File: config.mk
export PLATFORM = sky130hd
export DESIGN_NAME = seq_pattern_tx
export DESIGN_NICKNAME = d
export VERILOG_FILES = /design/src/rtl/seq_pattern_tx.sv
export SDC_FILE = /design/constraint.sdc
export NUM_CORES = 1
export LEC_CHECK = 0
export CELL_PAD_IN_SITES_DETAIL_PLACEMENT = 0
export CELL_PAD_IN_SITES_GLOBAL_PLACEMENT = 2
export CORE_UTILIZATION = 36
export CTS_BUF_LIST = sky130_fd_sc_hd__clkbuf_4 sky130_fd_sc_hd__clkbuf_8
export DETAILED_ROUTE_END_ITERATION = 7
export PLACE_DENSITY_LB_ADDON = 0.2
export SETUP_SLACK_MARGIN = 0.02
export SLEW_MARGIN = 20
export SYNTH_ARGS = -nofsm -noshare
export SYNTH_HDL_FRONTEND = slang
export SYNTH_SLANG_ARGS = --single-unit
File: constraint.sdc
create_clock -name clk -period 3.2 [get_ports clk]
set_input_delay 0.64 -clock clk [delete_from_list [all_inputs] [get_ports clk]]
set_output_delay 0.64 -clock clk [all_outputs]
set_load 0.02 [all_outputs]
File: src/rtl/seq_pattern_tx.sv
// Serial MSB-first word transmitter with a one-word holding buffer and
// reference counters for the overlapping 010 and 1001 patterns it emits.
module seq_pattern_tx #(
  parameter int   WIDTH      = 8,
  parameter int   LEN_W      = 4,
  parameter int   CNT_W      = 8,
  parameter logic IDLE_LEVEL = 1'b0
) (
  input  logic             clk,
  input  logic             reset_n,
  input  logic [WIDTH-1:0] data_in,
  input  logic [LEN_W-1:0] len_in,
  input  logic             in_valid,
  output logic             in_ready,
  output logic             x,
  output logic             tx_active,
  output logic             last_bit,
  output logic [CNT_W-1:0] cnt_010,
  output logic [CNT_W-1:0] cnt_1001
);

  typedef enum logic {S_IDLE, S_SHIFT} state_t;

  state_t           r_state, w_state_nxt;
  logic [WIDTH-1:0] r_shift, w_shift_nxt;
  logic [LEN_W-1:0] r_rem, w_rem_nxt;
  logic [WIDTH-1:0] r_buf_word, w_buf_word_nxt;
  logic [LEN_W-1:0] r_buf_len, w_buf_len_nxt;
  logic             r_buf_full, w_buf_full_nxt;
  logic             r_x, w_x_nxt;
  logic             r_act, w_act_nxt;
  logic             r_last, w_last_nxt;
  logic [2:0]       r_hist, w_hist_nxt;
  logic [1:0]       r_hcnt, w_hcnt_nxt;
  logic [CNT_W-1:0] r_c010, w_c010_nxt;
  logic [CNT_W-1:0] r_c1001, w_c1001_nxt;

  logic             w_acc;
  logic [LEN_W-1:0] w_in_len;
  logic [WIDTH-1:0] w_in_word;
  logic             w_load;
  logic [WIDTH-1:0] w_ld_word;
  logic [LEN_W-1:0] w_ld_len;

  assign w_acc     = in_valid && !r_buf_full;
  assign w_in_len  = (len_in == '0 || len_in > LEN_W'(WIDTH)) ? LEN_W'(WIDTH) : len_in;
  // Left-align the used bits so the shifter always emits from its top bit.
  assign w_in_word = data_in << (LEN_W'(WIDTH) - w_in_len);

  assign in_ready  = !r_buf_full;
  assign x         = r_x;
  assign tx_active = r_act;
  assign last_bit  = r_last;
  assign cnt_010   = r_c010;
  assign cnt_1001  = r_c1001;

  always_comb begin
    w_state_nxt    = r_state;
    w_shift_nxt    = r_shift;
    w_rem_nxt      = r_rem;
    w_buf_word_nxt = r_buf_word;
    w_buf_len_nxt  = r_buf_len;
    w_buf_full_nxt = r_buf_full;
    w_x_nxt        = r_x;
    w_act_nxt      = r_act;
    w_last_nxt     = r_last;
    w_load         = 1'b0;
    w_ld_word      = w_in_word;
    w_ld_len       = w_in_len;
    case (r_state)
      S_IDLE: begin
        if (w_acc) w_load = 1'b1;
      end
      S_SHIFT: begin
        if (r_rem != '0) begin
          w_x_nxt     = r_shift[WIDTH-1];
          w_shift_nxt = r_shift << 1;
          w_rem_nxt   = r_rem - LEN_W'(1);
          w_last_nxt  = (r_rem == LEN_W'(1));
          if (w_acc) begin
            w_buf_full_nxt = 1'b1;
            w_buf_word_nxt = w_in_word;
            w_buf_len_nxt  = w_in_len;
          end
        end else if (r_buf_full) begin
          w_load         = 1'b1;
          w_ld_word      = r_buf_word;
          w_ld_len       = r_buf_len;
          w_buf_full_nxt = 1'b0;
        end else if (w_acc) begin
          w_load = 1'b1;
        end else begin
          w_state_nxt = S_IDLE;
          w_x_nxt     = IDLE_LEVEL;
          w_act_nxt   = 1'b0;
          w_last_nxt  = 1'b0;
        end
      end
    endcase
    if (w_load) begin
      w_state_nxt = S_SHIFT;
      w_x_nxt     = w_ld_word[WIDTH-1];
      w_shift_nxt = w_ld_word << 1;
      w_rem_nxt   = w_ld_len - LEN_W'(1);
      w_act_nxt   = 1'b1;
      w_last_nxt  = (w_ld_len == LEN_W'(1));
    end
  end

  // History restarts whenever x is idle, so matches never straddle a gap.
  always_comb begin
    w_hist_nxt  = '0;
    w_hcnt_nxt  = '0;
    w_c010_nxt  = r_c010;
    w_c1001_nxt = r_c1001;
    if (r_act) begin
      if (r_hcnt >= 2'd2 && r_hist[1:0] == 2'b01 && !r_x)
        w_c010_nxt = r_c010 + CNT_W'(1);
      if (r_hcnt == 2'd3 && r_hist == 3'b100 && r_x)
        w_c1001_nxt = r_c1001 + CNT_W'(1);
      w_hist_nxt = {r_hist[1:0], r_x};
      w_hcnt_nxt = (r_hcnt == 2'd3) ? 2'd3 : r_hcnt + 2'd1;
    end
  end

  always_ff @(posedge clk or negedge reset_n) begin
    if (!reset_n) begin
      r_state    <= S_IDLE;
      r_shift    <= '0;
      r_rem      <= '0;
      r_buf_word <= '0;
      r_buf_len  <= '0;
      r_buf_full <= 1'b0;
      r_x        <= IDLE_LEVEL;
      r_act      <= 1'b0;
      r_last     <= 1'b0;
      r_hist     <= '0;
      r_hcnt     <= '0;
      r_c010     <= '0;
      r_c1001    <= '0;
    end else begin
      r_state    <= w_state_nxt;
      r_shift    <= w_shift_nxt;
      r_rem      <= w_rem_nxt;
      r_buf_word <= w_buf_word_nxt;
      r_buf_len  <= w_buf_len_nxt;
      r_buf_full <= w_buf_full_nxt;
      r_x        <= w_x_nxt;
      r_act      <= w_act_nxt;
      r_last     <= w_last_nxt;
      r_hist     <= w_hist_nxt;
      r_hcnt     <= w_hcnt_nxt;
      r_c010     <= w_c010_nxt;
      r_c1001    <= w_c1001_nxt;
    end
  end

endmodule

==> metrics.csv <==
metric;value;unit
initial core utilization;38.0;%
Final ANT Viol Nets;0;
Top FF cell, synth;dfrtp_1;
NumNets Final;325;
maximum clock frequency;0.387;GHz
TritonRoute pass-1 iters;4;
GRT Overall Usage;17.2;%
post-detailed-routing wire length;5680;um
Final Hold Viols;0;
Crit path required time;3.43;ns
Worst-Margin Slew;0.654;ns
Gate Count Post-Synth;259;
synth warn;0;
core footprint;6910;um^2
gr ovfl total;0;
CTS Buf Count;5;
Area contributors post-synth;dfrtp_1 (47%), nand2_1 (4.6%), ha_1 (3.8%), xnor2_1 (3.7%), mux2i_1 (3.1%);
detailed-route DRC error count;0;
RSZ-0062 raised after global routing;no;
clock share of power;15.8;%
register area share after synthesis;46.7;%
WL per Instance;14.2;um
Final GP Congestion;0.742;
Clock Skews;0.0113;ns
die width;87.4;um
Seq cells post-synth;49;
status;completed;
Critical Path AT;2.81;ns
type of the most critical hold path;in -> async;
Num Clock Sinks;49;
initial antenna violation count;0;
Post-CTS Resized;0;
leakage;1.38;nW
CTS H-tree lvls;2;
Commonest cells post-synth;dfrtp_1 (49), nand2_1 (32), a21oi_1 (15), o21ai_0 (14), nor2_1 (12);
Mapped Nets;282;
IO Pins;35;
most frequent cell after synthesis;dfrtp_1;
die area;7640;um^2
CTS Hold Bufs;0;
Critical Path Start Type;input pin;
Via-to-Cell Ratio;5.12;
num rows;30;
Placement Cell Area;3100;um^2
Setup CP Type;in -> reg;
sequential share of power;43.1;%
Max-slew headroom;56.2;%
Final setup violation count;0;
setup_tns;0;ns
Peak supply drop;0.221;mV
Post-CTS Setup Bufs;0;
final instance area;3190;um^2
sw frac;39.5;%
die height;87.4;um
fin. max-slew vios;0;
1st-iter DRT viols;77;
# Max-Cap Violations;0;
period utilisation layout;80.7;%
Max FO, Critical Path;5;
IO Port Bufs;34;
CTS tree;yes;
wire length of the first global-routing pass;10100;um
vias in the first global route;2013;
Post-Syn Area;2630;um^2
top cell type's share of synthesized area;46.7;%
Vias;2044;
Post-synth EDFFs;0;
share of cells above drive strength 1;12.5;%
post-layout min period;2.58;ns
internal power;1.46;mW
crit end category;flip-flop;
Clock Latency Late Sink;0.31;ns
Async S/R FF share, synth;100;%
Clock Pin Slew Worst Setup and Hold Paths;0.09;ns
leading area contributor after synthesis;dfrtp_1;
# fillers;703;
synth unique cells;51;
P_sw;0.955;mW
largest net degree at the start of global routing;30;
dpl hpwl;4240;um
clock root buffer;clkbuf_8;
deepest clock path buffer count;2;
P&R area growth vs syn;21.6;%
Gate power share;41.1;%
n_diodes;0;
Avg Cell Area, Syn;10.1;um^2
Power per Cell Area;758;nW/um^2
-- cell usage in the layout (no fill, tap or decap), types with 2 or more instances in the layout --
cell and n:
a21oi_1 15, a221oi_1 3, a22oi_1 2, a31oi_1 3, and2_1 3, and3_1 4
and4_1 2, buf_4 10, clkbuf_8 5, clkdlybuf4s50_1 33, clkinvlp_4 2, dfrtp_1 49
ha_1 8, inv_1 8, mux2_2 6, mux2i_1 8, nand2_1 32, nand2b_1 3
nand3_1 8, nand4_1 5, nor2_1 12, nor2b_2 2, nor3_1 6, nor3b_2 2
nor4_1 2, o211ai_1 6, o21a_1 3, o21ai_0 14, o221ai_1 2, o22ai_1 3
o41ai_1 2, or3_1 3, xnor2_1 11, xor2_1 6
-- area by class of cell --
cell class              instances  area [um^2]  area share (%)
multi-input cells             192         1310            40.9
flip-flops and latches         49         1230            38.4
repair buffers                 44          410            12.9
well taps                      96          120            3.76
clock buffers                   6         76.3            2.39
inverters                      10         38.8            1.21
clock inverters                 2         15.0           0.470
-- final timing paths --
kind	startpoint	slack [ns]	endpoint	depth (start not counted)
max in group asynchronous	reset_n	2.12	r_buf_word[0]	2
min in group clk	cnt_010[7]	0.47	cnt_010[7]	1
hold reg to reg	cnt_010[7]	0.47	cnt_010[7]	1
hold / removal	reset_n	0.34	cnt_1001[3]	1
setup / recovery	len_in[0]	0.62	r_shift[6]	9
setup reg to reg	r_rem[0]	0.77	r_rem[2]	9
-- critical path, stage by stage --
cell and delay (ns):
clkdlybuf4s50_1 0.49, nor2b_2 0.20, clkinv_2 0.07, ha_1 0.23
xor2_2 0.21, buf_4 0.17, mux2_2 0.33, or3_1 0.31
a31oi_1 0.16
-- per-stage QoR --
stage / worst slack (ns) / util (%) / power (mW) / hold WS [ns] / std cells
after floorplan: 0.665 / - / 1.72 / 0.344 / 259
after global placement: 0.342 / 44.9 / 2.06 / 0.457 / 391
after detailed placement: 0.291 / 44.9 / 2.06 / 0.461 / 391
after CTS: 0.606 / 46.2 / 2.45 / 0.366 / 399
after global routing: 0.448 / 46.2 / 2.63 / 0.398 / 399
final: 0.616 / 46.2 / 2.42 / 0.341 / 399
-- power by group through the flow --
| stage | combinational [mW] | sequential [mW] | clock (mW) |
|---|---|---|---|
| 6_report | 0.995 | 1.04 | 0.382 |
| 5_1_grt | 1.12 | 1.09 | 0.425 |
| 4_1_cts | 1.01 | 1.04 | 0.395 |
| 3_5_place_dp | 1.01 | 1.05 | 0 |
| 3_3_place_gp | 1.00 | 1.06 | 0 |
| 2_1_floorplan | 0.688 | 1.03 | 0 |
-- per-layer routing --
| metal | wire length (um) | up-vias | share of wire (%) | global-route usage [%] |
|---|---|---|---|---|
| met5 | 0 | - | 0 | 0 |
| met4 | 73 | 0 | 1.3 | 5.37 |
| met1 | 2820 | 978 | 50 | 23.7 |
| met3 | 176 | 7 | 3.1 | 2.56 |
| met2 | 2620 | 41 | 46 | 27.8 |
| li1 | - | 1018 | - | - |
-- registers in the layout (all words and copies together) (netlist names) --
signal,count
r_buf_full,1
r_state,1
r_buf_word,8
cnt_010,8
r_shift,7
last_bit,1
tx_active,1
cnt_1001,8
r_hist,3
r_rem,4
r_hcnt,2
r_buf_len,4
x,1
-- cells by family (layout without fill, tap and decap cells) --
group | after synthesis | count (layout) | share of synthesized area, %
AO/OA/AOI/OAI | 59 | 59 | 14.3
XOR/XNOR | 18 | 18 | 6.29
adder cells (fa/ha/maj) | 8 | 8 | 3.81
buffers and inverters | 18 | 62 | 3.53
flip-flops | 49 | 49 | 46.7
multiplexers | 15 | 15 | 6.48
AND/OR/NAND/NOR | 92 | 92 | 18.9
Power figures use the tool's default switching activity.
